--- config.mk ---
export PLATFORM = sky130hd
export DESIGN_NAME = button_conditioner
export DESIGN_NICKNAME = d
export VERILOG_FILES = /design/src/rtl/button_conditioner_pkg.sv /design/src/rtl/debounce_channel.sv /design/src/rtl/button_conditioner.sv
export SDC_FILE = /design/constraint.sdc
export NUM_CORES = 1
export LEC_CHECK = 0
export ABC_AREA = 1
export CORE_MARGIN = 2
export CORE_UTILIZATION = 50
export CTS_CLUSTER_DIAMETER = 30
export DETAILED_ROUTE_END_ITERATION = 8
export GPL_ROUTABILITY_DRIVEN = 0
export PLACE_DENSITY = 0.69
export SYNTH_ARGS = -nofsm -noshare
export SYNTH_HDL_FRONTEND = slang
export SYNTH_SLANG_ARGS = --single-unit
--- constraint.sdc ---
create_clock -name CLK -period 2.6 [get_ports CLK]
set_input_delay 0.52 -clock CLK [delete_from_list [all_inputs] [get_ports CLK]]
set_output_delay 0.52 -clock CLK [all_outputs]
set_load 0.1 [all_outputs]
--- src/rtl/button_conditioner_pkg.sv ---
// Shared definitions for the board's display and input paths.
//   CLK_FREQ_HZ              : system clock frequency
//   DEBOUNCE_CYCLES_DEFAULT  : default debounce time (1 ms at CLK_FREQ_HZ)
//   btn_state_e              : 2-bit debounce state encoding
package button_conditioner_pkg;

  localparam int CLK_FREQ_HZ             = 12_000_000;
  localparam int DEBOUNCE_CYCLES_DEFAULT = CLK_FREQ_HZ / 1000;

  typedef enum logic [1:0] {
    RELEASED    = 2'd0,
    ARM_PRESS   = 2'd1,
    PRESSED     = 2'd2,
    ARM_RELEASE = 2'd3
  } btn_state_e;

endpackage

--- src/rtl/debounce_channel.sv ---
// Single-button conditioner: polarity correction, 2-flop synchronizer,
// debounce FSM with stability counter, registered press/release pulses.
//   CLK   : system clock
//   RST   : synchronous active-high reset
//   raw   : asynchronous, bouncing pad input
//   level : debounced state, 1 = pressed
//   press : one-cycle pulse on the cycle level first reads 1
//   rel   : one-cycle pulse on the cycle level first reads 0
//
// state       | meaning
// ------------+-----------------------------------------------------
// RELEASED    | level 0, waiting for a pressed sample
// ARM_PRESS   | counting consecutive pressed samples
// PRESSED     | level 1, waiting for a released sample
// ARM_RELEASE | counting consecutive released samples
module debounce_channel
  import button_conditioner_pkg::*;
#(
  parameter int   DEBOUNCE_CYCLES = DEBOUNCE_CYCLES_DEFAULT,
  parameter logic INV             = 1'b0
) (
  input  logic CLK,
  input  logic RST,
  input  logic raw,
  output logic level,
  output logic press,
  output logic rel
);

  localparam int                CNT_W    = $clog2(DEBOUNCE_CYCLES);
  localparam logic [CNT_W-1:0] CNT_LAST = CNT_W'(DEBOUNCE_CYCLES - 1);

  logic             sync_a;
  logic             sync_b;
  btn_state_e       state;
  logic [CNT_W-1:0] cnt;

  // Synchronizer flops hold the polarity-corrected value so that reset
  // leaves them at "released" regardless of pin polarity.
  always_ff @(posedge CLK) begin
    if (RST) begin
      sync_a <= 1'b0;
      sync_b <= 1'b0;
      state  <= RELEASED;
      cnt    <= '0;
      level  <= 1'b0;
      press  <= 1'b0;
      rel    <= 1'b0;
    end else begin
      sync_a <= raw ^ INV;
      sync_b <= sync_a;
      press  <= 1'b0;
      rel    <= 1'b0;
      case (state)
        RELEASED: begin
          if (sync_b) begin
            cnt   <= '0;
            state <= ARM_PRESS;
          end
        end
        ARM_PRESS: begin
          if (!sync_b) begin
            cnt   <= '0;
            state <= RELEASED;
          end else if (cnt == CNT_LAST) begin
            cnt   <= '0;
            state <= PRESSED;
            level <= 1'b1;
            press <= 1'b1;
          end else begin
            cnt <= cnt + CNT_W'(1);
          end
        end
        PRESSED: begin
          if (!sync_b) begin
            cnt   <= '0;
            state <= ARM_RELEASE;
          end
        end
        ARM_RELEASE: begin
          if (sync_b) begin
            cnt   <= '0;
            state <= PRESSED;
          end else if (cnt == CNT_LAST) begin
            cnt   <= '0;
            state <= RELEASED;
            level <= 1'b0;
            rel   <= 1'b1;
          end else begin
            cnt <= cnt + CNT_W'(1);
          end
        end
        default: begin
          cnt   <= '0;
          state <= RELEASED;
        end
      endcase
    end
  end

endmodule

--- src/rtl/button_conditioner.sv ---
// Conditions N_BTN raw push-button pins into clean CLK-synchronous signals.
//   CLK         : system clock
//   RST         : synchronous active-high reset
//   btn_raw     : raw pad inputs (asynchronous, bouncing)
//   btn_level   : debounced state per button, 1 = pressed
//   btn_press   : one-cycle pulse when btn_level rises
//   btn_release : one-cycle pulse when btn_level falls
// INV_MASK bit i = 1 marks channel i as active-low at the pin.
module button_conditioner
  import button_conditioner_pkg::*;
#(
  parameter int               N_BTN           = 4,
  parameter int               DEBOUNCE_CYCLES = DEBOUNCE_CYCLES_DEFAULT,
  parameter logic [N_BTN-1:0] INV_MASK        = 4'b1000
) (
  input  logic             CLK,
  input  logic             RST,
  input  logic [N_BTN-1:0] btn_raw,
  output logic [N_BTN-1:0] btn_level,
  output logic [N_BTN-1:0] btn_press,
  output logic [N_BTN-1:0] btn_release
);

  for (genvar i = 0; i < N_BTN; i++) begin : g_ch
    debounce_channel #(
      .DEBOUNCE_CYCLES(DEBOUNCE_CYCLES),
      .INV            (INV_MASK[i])
    ) u_ch (
      .CLK  (CLK),
      .RST  (RST),
      .raw  (btn_raw[i]),
      .level(btn_level[i]),
      .press(btn_press[i]),
      .rel  (btn_release[i])
    );
  end

endmodule
==> results.sh, run 1 <==
export IMPL_status="finished clean"
export IMPL_setup_slack_ns=0.924
export IMPL_cts_resized=0
export IMPL_vias_per_cell=5.02
export IMPL_dp_slack_ns=0.717
export IMPL_slew_headroom_pct=66.1
export IMPL_grt_usage_pct=19.5
export IMPL_hpwl_mm=6.52
export IMPL_endpoint_kind="register"
export IMPL_clkTransAtPathRegs_ns=0.09
export IMPL_start_util_pct=51.0
export IMPL_synthesis_area_mm2=0.00438
export IMPL_synth_edf_count=0
export IMPL_rsz0062_at_grt="false"
export IMPL_power_density_mw_per_mm2=514
export IMPL_hold_viol_final=0
export IMPL_fillCellCount=873
export IMPL_seq_area_frac_synth_pct=38.4
export IMPL_hold_path_end="g_ch[2].u_ch.sync_b$_SDFF_PP0_"
export IMPL_grt_pass1_wl_mm=15.4
export IMPL_crit_type="reg -> reg"
export IMPL_multi_input_area_mm2=0.00221
export IMPL_tritoncts="done"
export IMPL_worst_pin_slew_ns=0.507
export IMPL_numCtsBuffers=9
export IMPL_yosys_warnings=0
export IMPL_fin_skew_ns=0.00741
export IMPL_regToRegEndpoint="g_ch[3].u_ch.cnt[6]$_SDFFE_PP0P_"
export IMPL_cts_path_max_buffers=2
export IMPL_syn_avg_cell_area_um2=6.81
export IMPL_antenna_found_initial=0
export IMPL_final_core_util_pct=55.7
export IMPL_holdPathStages=2
export IMPL_layout_min_cycle_time_ns=1.68
export IMPL_syn_inst=644
export IMPL_ios=18
export IMPL_synth_cell_types=41
export IMPL_drv_slew=0
export IMPL_num_rows=34
export IMPL_final_setup_tns_ns=0
export IMPL_finalNetCount=664
export IMPL_seqCellArea_mm2=0.00168
export IMPL_hp_class="reg -> reg"
export IMPL_postRouteWirelength_mm=8.82
export IMPL_reg2reg_slack_ns=0.92
export IMPL_r2r_cells=8
export IMPL_root_buffer="clkbuf_8"
export IMPL_fp_dieW_um=97.6
export IMPL_cp_arrival_ns=1.92
export IMPL_critical_path_max_fanout=8
export IMPL_num_vias=3853
export IMPL_synth_fp_nets=654
export IMPL_portBuffers=17
export IMPL_hp_start="g_ch[2].u_ch.sync_a$_SDFF_PP0_"
export IMPL_drive_gt1_share_pct=11.1
export IMPL_core_area_mm2=0.00859
export IMPL_grt_pass1_vias=3599
export IMPL_total_leakage_power_nw=1.86
export IMPL_finalSetupViolations=0
export IMPL_die_area_mm2=0.00953
export IMPL_drc=0
export IMPL_drt_iter0_drc=120
export IMPL_clk_insertion_delay_late_ns=0.35
export IMPL_fmax_mhz=597
export IMPL_num_antenna_cells=0
export IMPL_wl_per_cell_um=11.5
export IMPL_ctsHoldBuffers=0
export IMPL_cp_required_ns=2.85
export IMPL_cp_start_kind="register"
export IMPL_period_share_pct=64.5
export IMPL_synth_async_reset_ratio_pct=0
export IMPL_placed_area_mm2=0.00455
export IMPL_stdcell_area_mm2=0.00479
export IMPL_ys_flop_type="dfxtp_1"
export IMPL_cts_max_level=3
export IMPL_irDropWorstVdd_mv=0.240
export IMPL_drt_pass1_iter_count=4
export IMPL_maxCapViolCount=0
export IMPL_crit_start="g_ch[3].u_ch.cnt[0]$_SDFFE_PP0P_"
export IMPL_hold_ws_ns=0.410
export IMPL_rr_startpoint="g_ch[3].u_ch.cnt[0]$_SDFFE_PP0P_"
export IMPL_syn_to_final_growth_pct=9.19
export IMPL_cts_sinks=84
export IMPL_post_cts_buffers=0
export IMPL_grt_max_degree=23
export IMPL_die_h_um=97.6
export IMPL_gr_total_overflow=0
export IMPL_ys_seq_elements=84
export IMPL_ant_nets=0
-- synth_stat cells (3+ instances only) --
library cell  number  area, um2
nand3_2            9       90.1
nor2_1            93        349
nor2_4             6       67.6
nand4_1           16        100
xnor2_1            4       35.0
nand3_1           33        165
o21ai_0           29        145
o22ai_1            5       31.3
nor3_1             9       45.0
nor3_2             3       30.0
inv_1             85        319
inv_2              4       15.0
o21ai_1            3       15.0
clkbuf_1           5       18.8
buf_2              6       30.0
nand2_1          158        593
ha_1               4       50.1
dfxtp_1           84       1680
nor2_2             4       25.0
buf_4             12       90.1
a21oi_1           33        165
nand2_2            8       50.1
xor2_1            11       96.3
-- sequential cells by signal, indices dropped and copies added, names as in the netlist, named ones only --
register and cells:
g_ch.u_ch.sync_a 4, g_ch.u_ch.sync_b 4, g_ch.u_ch.level 4, g_ch.u_ch.cnt 56, g_ch.u_ch.state 4, g_ch.u_ch.press 4, g_ch.u_ch.rel 4
-- logic make-up after synthesis --
kind of cell	count (synthesis)	share of synthesized area, %
xor gates and xnor gates	16	3.37
adders and majority gates	4	1.14
AOI/OAI and AO/OA	79	9.71
buffers and inverters	114	11.1
and+or+nand+nor	347	36.3
DFF	84	38.4
-- per-stage QoR --
step	total power [mW]	std cells
3_5_place_dp	1.42	751
2_1_floorplan	1.39	644
3_3_place_gp	1.41	751
5_1_grt	2.55	767
4_1_cts	2.49	767
6_report	2.46	767
-- worst max path at each step --
stage                                              to
floorplan           g_ch[2].u_ch.cnt[10]$_SDFFE_PP0P_
finish               g_ch[3].u_ch.cnt[6]$_SDFFE_PP0P_
global placement    g_ch[1].u_ch.cnt[13]$_SDFFE_PP0P_
CTS                  g_ch[3].u_ch.cnt[6]$_SDFFE_PP0P_
detailed placement  g_ch[1].u_ch.cnt[13]$_SDFFE_PP0P_
global route         g_ch[3].u_ch.cnt[6]$_SDFFE_PP0P_
-- layout by cell type (no fill, tap or decap), types with 2 or more instances in the layout --
cell	instances
bufinv_16	2
o21ai_0	29
inv_1	85
nand3_1	33
inv_2	4
clkdlybuf4s50_1	5
nor2_2	4
nand4_1	16
clkinvlp_4	2
nor3_1	9
buf_4	18
xnor2_1	4
clkbuf_8	10
nor3_2	3
nand2_1	158
nand3b_1	2
nor2_1	93
nand3_2	9
o21a_1	2
dfxtp_1	84
o22ai_1	5
nor2_4	6
nand2_2	8
xor2_1	11
o21ai_1	3
ha_1	4
a21oi_1	33
-- worst max-delay path: stages (launching register included) --
cell and delay [ns]:
dfxtp_1 0.39, ha_1 0.20, nand3_1 0.16, nor2_4 0.24, nand3_2 0.18, nand2_2 0.15
inv_2 0.09, o21ai_0 0.08, a21oi_1 0.08
-- power by group --
group / internal [mW] / switching (mW) / total (mW)
combinational: 0.0271 / 0.0581 / 0.0852
sequential: 1.29 / 0.00645 / 1.30
clock: 0.577 / 0.496 / 1.07
-- routing by layer --
| metal | vias up | part of all wire (%) | global-route usage, % |
|---|---|---|---|
| met5 | - | 0 | 0 |
| met4 | 0 | 0.88 | 6.52 |
| met2 | 51 | 49 | 33.9 |
| met1 | 1751 | 47 | 23.6 |
| met3 | 6 | 3.0 | 4.46 |
| li1 | 2045 | - | - |
-- layout make-up --
type / count / share of cell area (%)
multi-input combinational: 446 / 46.2
sequential: 84 / 35.1
inverter: 90 / 7.06
timing repair buffer: 23 / 3.87
clock buffer: 10 / 2.88
tap: 108 / 2.82
clock inverter: 6 / 1.99
(Power assumes the default switching activity.)
==> run 2, diff against run 1 <==
- PLACE_DENSITY: 0.69 -> 0.71
- clock period: 2.6 -> 1.5 ns (I/O delays scaled with it)
==> run 2 against run 1 <==
Effect of this change: via count rose by 5.6%; critical path depth unchanged; combinational power grew 110%; utilization rose by 5.8 points; hold slack got worse by 0.0097 ns; largest power group unchanged.
==> results.sh, run 2 (synthesis results as in run 1) <==
export IMPL_total_leakage_power_nw=2.06
export IMPL_grt_pass1_vias=3745
export IMPL_period_share_pct=94.8
export IMPL_cp_arrival_ns=1.67
export IMPL_placed_area_mm2=0.00490
export IMPL_layout_min_cycle_time_ns=1.42
export IMPL_slew_headroom_pct=79.5
export IMPL_final_common_cell="nand2_1"
export IMPL_crit_type="reg -> reg"
export IMPL_maxCapViolCount=0
export IMPL_finalSetupViolations=0
export IMPL_irDropWorstVdd_mv=0.364
export IMPL_largest_reg_flops=56
export IMPL_hold_viol_final=0
export IMPL_num_rows=34
export IMPL_final_core_util_pct=61.5
export IMPL_power_density_mw_per_mm2=752
export IMPL_hold_ws_ns=0.400
export IMPL_tritoncts="done"
export IMPL_drive_gt1_share_pct=19.7
export IMPL_crit_chain="ha_2 -> nand3_2 -> nor2_4 -> nand3_4 -> nand2_4 -> inv_4 -> o21ai_0 -> a21oi_1"
export IMPL_hp_class="reg -> reg"
export IMPL_status="finished clean"
export IMPL_cp_required_ns=1.74
export IMPL_endpoint_kind="register"
export IMPL_numCtsBuffers=9
export IMPL_worst_pin_slew_ns=0.307
export IMPL_num_antenna_cells=0
export IMPL_ant_nets=0
export IMPL_top_register="g_ch.u_ch.cnt"
export IMPL_grt_usage_pct=19.7
export IMPL_syn_to_final_growth_pct=20.6
export IMPL_fmax_mhz=703
export IMPL_max_stage_delay_ns=0.34
export IMPL_clkTransAtPathRegs_ns=0.08
export IMPL_drc=0
export IMPL_antenna_found_initial=0
export IMPL_fin_skew_ns=0.00945
export IMPL_wl_per_cell_um=12.0
export IMPL_cts_max_level=3
export IMPL_hpwl_mm=6.84
export IMPL_die_h_um=97.6
export IMPL_clk_insertion_delay_late_ns=0.36
export IMPL_crit_slowest_cell="dfxtp_2"
export IMPL_drt_pass1_iter_count=4
export IMPL_ios=18
export IMPL_cts_path_max_buffers=2
export IMPL_finalNetCount=696
export IMPL_grt_pass1_wl_mm=15.8
export IMPL_cts_sinks=84
export IMPL_cp_start_kind="register"
export IMPL_die_area_mm2=0.00953
export IMPL_core_area_mm2=0.00859
export IMPL_grt_max_degree=21
export IMPL_num_vias=4069
export IMPL_mostFrequentLayoutCells="nand2_1 (154), nor2_1 (89), inv_1 (83), dfxtp_1 (69), buf_4 (34)"
export IMPL_fp_dieW_um=97.6
export IMPL_stdcell_area_mm2=0.00529
export IMPL_rsz0062_at_grt="true"
export IMPL_critical_path_max_fanout=7
export IMPL_postRouteWirelength_mm=9.61
export IMPL_start_util_pct=51.0
export IMPL_final_setup_tns_ns=0
export IMPL_portBuffers=17
export IMPL_gr_total_overflow=0
export IMPL_vias_per_cell=5.10
export IMPL_root_buffer="clkbuf_8"
export IMPL_drt_iter0_drc=144
export IMPL_drv_slew=0
==> run 2: cell count changes in the layout (fill, tap and decap cells not counted), moves of 3 or more <==
cell and change:
buf_4 +16, dfxtp_1 -15, dfxtp_2 +15, buf_12 +13, nand2_1 -4, nand2_4 +4, nand3_4 +4, nor2_1 -4
nor2_2 +4, clkinv_2 +3, ha_1 -3
==> run 2: per-layer routing <==
layer	GRT usage, %	part of all wire [%]
met5	0	0
met4	8.01	1.3
met3	3.02	3.5
met2	33.8	50
met1	24.8	45
==> run 2: area by class of cell <==
| class | instances | area (um2) |
|---|---|---|
| Clock buffer | 10 | 128 |
| Clock inverter | 5 | 53.8 |
| Fill cell | 777 | 3310 |
| Inverter | 90 | 340 |
| Multi-Input combinational cell | 448 | 2350 |
| Sequential cell | 84 | 1700 |
| Tap cell | 108 | 135 |
| Timing Repair Buffer | 53 | 577 |
==> run 2: through the flow <==
stage | std cells | power [mW] | setup WS [ns]
after CTS | 792 | 4.01 | 0.0207
after floorplan | 644 | 2.40 | 0.132
after global routing | 798 | 4.13 | -0.0312
after detailed placement | 776 | 2.47 | 0.0152
final | 798 | 3.98 | 0.0779
after global placement | 776 | 2.46 | 0.0125
==> run 2: path summary, 6_finish.rpt <==
check,startpoint,to,slack [ns],cells after the start
hold / removal,g_ch[1].u_ch.sync_a$_SDFF_PP0_,g_ch[1].u_ch.sync_b$_SDFF_PP0_,0.40,2
hold reg to reg,g_ch[1].u_ch.sync_a$_SDFF_PP0_,g_ch[1].u_ch.sync_b$_SDFF_PP0_,0.40,2
setup reg to reg,g_ch[3].u_ch.cnt[1]$_SDFFE_PP0P_,g_ch[3].u_ch.cnt[3]$_SDFFE_PP0P_,0.08,8
setup / recovery,g_ch[3].u_ch.cnt[1]$_SDFFE_PP0P_,g_ch[3].u_ch.cnt[3]$_SDFFE_PP0P_,0.08,8
==> run 2: timing repair <==
| item | CTS | global route |
|---|---|---|
| hold buffers | 0 | 0 |
| setup buffers | 1 | 4 |
| gates resized for setup | 1 | 47 |
| setup endpoints to repair | 1 | 53 |
| gates cloned | 0 | 2 |
| pin swaps | 1 | 13 |
==> run 2: report_power, final <==
| part | leakage (nW) | internal, mW | switching [mW] |
|---|---|---|---|
| Clock | 0.0959 | 0.755 | 0.794 |
| Combinational | 1.28 | 0.0617 | 0.114 |
| Sequential | 0.686 | 2.24 | 0.0119 |
==> run 2: worst max-delay path, delay by kind of cell (launching register included) <==
kind                       cells  cell delay (ns)
buffers and inverters          1             0.06
DFF                            1             0.34
AOI/OAI and AO/OA              2             0.15
and+or+nand+nor                4             0.58
adders and majority gates      1             0.18
==> run 3, diff against run 2 <==
- CORE_UTILIZATION: 50 -> 25
- PLACE_DENSITY: 0.71 -> 0.41
- clock period: 1.5 -> 1.79 ns (I/O delays scaled with it)
==> run 3 against run 2 <==
Effect of this change: flip-flop and latch count stayed put; clock power grew 28%; die area grew 95%; maximum frequency decreased by 9.1%; critical endpoint is now g_ch[3].u_ch.cnt[8]$_SDFFE_PP0P_.
==> results.sh, run 3 (synthesis results as in run 1) <==
export IMPL_hold_ws_ns=0.401
export IMPL_routed_wl_met2_mm=4.51
export IMPL_clk_insertion_delay_late_ns=0.34
export IMPL_grt_usage_pct=11.4
export IMPL_num_antenna_cells=0
export IMPL_fin_skew_ns=0.00829
export IMPL_ctsHoldBuffers=0
export IMPL_clkTransAtPathRegs_ns=0.06
export IMPL_num_rows=48
export IMPL_largest_reg_flops=56
export IMPL_hp_start="g_ch[3].u_ch.sync_a$_SDFF_PP0_"
export IMPL_rr_startpoint="g_ch[3].u_ch.cnt[1]$_SDFFE_PP0P_"
export IMPL_holdPathStages=2
export IMPL_post_cts_buffers=0
export IMPL_ant_nets=0
export IMPL_worst_pin_slew_ns=0.347
export IMPL_highest_layer="met4"
export IMPL_start_util_pct=25.4
export IMPL_grt_pass1_wl_mm=16.9
export IMPL_drc=0
export IMPL_grt_max_degree=33
export IMPL_core_area_mm2=0.0172
export IMPL_fp_dieW_um=136
export IMPL_rsz0062_at_grt="false"
export IMPL_reg2reg_slack_ns=0.23
export IMPL_regToRegEndpoint="g_ch[3].u_ch.cnt[8]$_SDFFE_PP0P_"
export IMPL_finalSetupViolations=0
export IMPL_wl_met1_mm=4.90
export IMPL_finalNetCount=669
export IMPL_gr_total_overflow=0
export IMPL_final_setup_tns_ns=0
export IMPL_wl_per_cell_um=11.1
export IMPL_postRouteWirelength_mm=9.87
export IMPL_period_share_pct=87.4
export IMPL_r2r_cells=8
export IMPL_drive_gt1_share_pct=11.5
export IMPL_drt_pass1_iter_count=4
export IMPL_syn_to_final_growth_pct=19.0
export IMPL_hp_class="reg -> reg"
export IMPL_final_common_cell="nand2_1"
export IMPL_maxCapViolCount=0
export IMPL_numCtsBuffers=9
export IMPL_root_buffer="clkbuf_16"
export IMPL_drt_iter0_drc=169
export IMPL_cp_arrival_ns=1.83
export IMPL_cp_required_ns=2.06
export IMPL_portBuffers=17
export IMPL_total_leakage_power_nw=1.96
export IMPL_tritoncts="done"
export IMPL_critical_path_max_fanout=6
export IMPL_crit_type="reg -> reg"
export IMPL_cts_sinks=84
export IMPL_cts_max_level=3
export IMPL_irDropWorstVdd_mv=0.435
export IMPL_hold_path_end="g_ch[3].u_ch.sync_b$_SDFF_PP0_"
export IMPL_vias_per_cell=4.27
export IMPL_layout_min_cycle_time_ns=1.56
export IMPL_ios=18
export IMPL_drv_slew=0
export IMPL_hpwl_mm=7.22
export IMPL_cts_path_max_buffers=2
export IMPL_wl_met3_um=274
export IMPL_die_area_mm2=0.0186
export IMPL_mostFrequentLayoutCells="nand2_1 (158), nor2_1 (93), inv_1 (85), dfxtp_1 (84)"
export IMPL_die_h_um=136
export IMPL_top_register="g_ch.u_ch.cnt"
export IMPL_power_density_mw_per_mm2=770
export IMPL_status="finished clean"
export IMPL_num_vias=3791
export IMPL_grt_pass1_vias=3644
export IMPL_cts_resized=0
export IMPL_hold_viol_final=0
export IMPL_slew_headroom_pct=76.8
export IMPL_antenna_found_initial=0
export IMPL_fmax_mhz=639
export IMPL_cp_start_kind="register"
export IMPL_endpoint_kind="register"
## run 3: metrics by stage
stage | power [mW] | utilization, % | instance area, um2 | worst slack (ns) | instances
3_3_place_gp | 2.07 | 28.4 | 4900 | 0.130 | 873
4_1_cts | 4.11 | 30.3 | 5220 | 0.218 | 888
6_report | 4.02 | 30.3 | 5220 | 0.226 | 888
2_1_floorplan | 2.01 | - | 4380 | 0.422 | 644
5_1_grt | 4.18 | 30.3 | 5220 | 0.0663 | 888
3_5_place_dp | 2.07 | 28.4 | 4900 | 0.135 | 873
## run 3: worst max path at each step
stage                                           from                                end  cells past startpoint
floorplan           g_ch[2].u_ch.cnt[0]$_SDFFE_PP0P_  g_ch[2].u_ch.cnt[10]$_SDFFE_PP0P_                      8
global placement                                 RST  g_ch[1].u_ch.cnt[13]$_SDFFE_PP0P_                      7
detailed placement                               RST  g_ch[1].u_ch.cnt[13]$_SDFFE_PP0P_                      7
CTS                 g_ch[1].u_ch.cnt[0]$_SDFFE_PP0P_  g_ch[1].u_ch.cnt[13]$_SDFFE_PP0P_                      9
global route        g_ch[3].u_ch.cnt[1]$_SDFFE_PP0P_   g_ch[3].u_ch.cnt[8]$_SDFFE_PP0P_                      8
finish              g_ch[3].u_ch.cnt[1]$_SDFFE_PP0P_   g_ch[3].u_ch.cnt[8]$_SDFFE_PP0P_                      8
## run 3: critical path, stage by stage (launching register included)
cell	delay, ns
dfxtp_1	0.38
ha_1	0.20
nand3_1	0.17
nor2_4	0.16
buf_4	0.16
nand2_1	0.06
o21ai_0	0.18
nand2_1	0.07
a21oi_1	0.10
## run 3: power by group
| part | total, mW | switching [mW] | internal (mW) |
|---|---|---|---|
| Sequential | 1.89 | 0.00946 | 1.88 |
| Combinational | 0.136 | 0.0900 | 0.0457 |
| Clock | 1.99 | 0.738 | 1.25 |
## run 3: final cells by class
type | instances | area, um2
Sequential cell | 84 | 1680
Timing Repair Buffer | 28 | 385
Clock buffer | 11 | 243
Inverter | 90 | 338
Tap cell | 225 | 282
Fill cell | 1842 | 12000
Multi-Input combinational cell | 446 | 2210
Clock inverter | 4 | 73.8
## run 3: routing by layer
metal / GRT usage [%] / vias to the layer above
met5: 0 / -
met4: 4.86 / 0
met3: 2.16 / 12
met2: 18.3 / 46
met1: 14.8 / 1683
li1: - / 2050
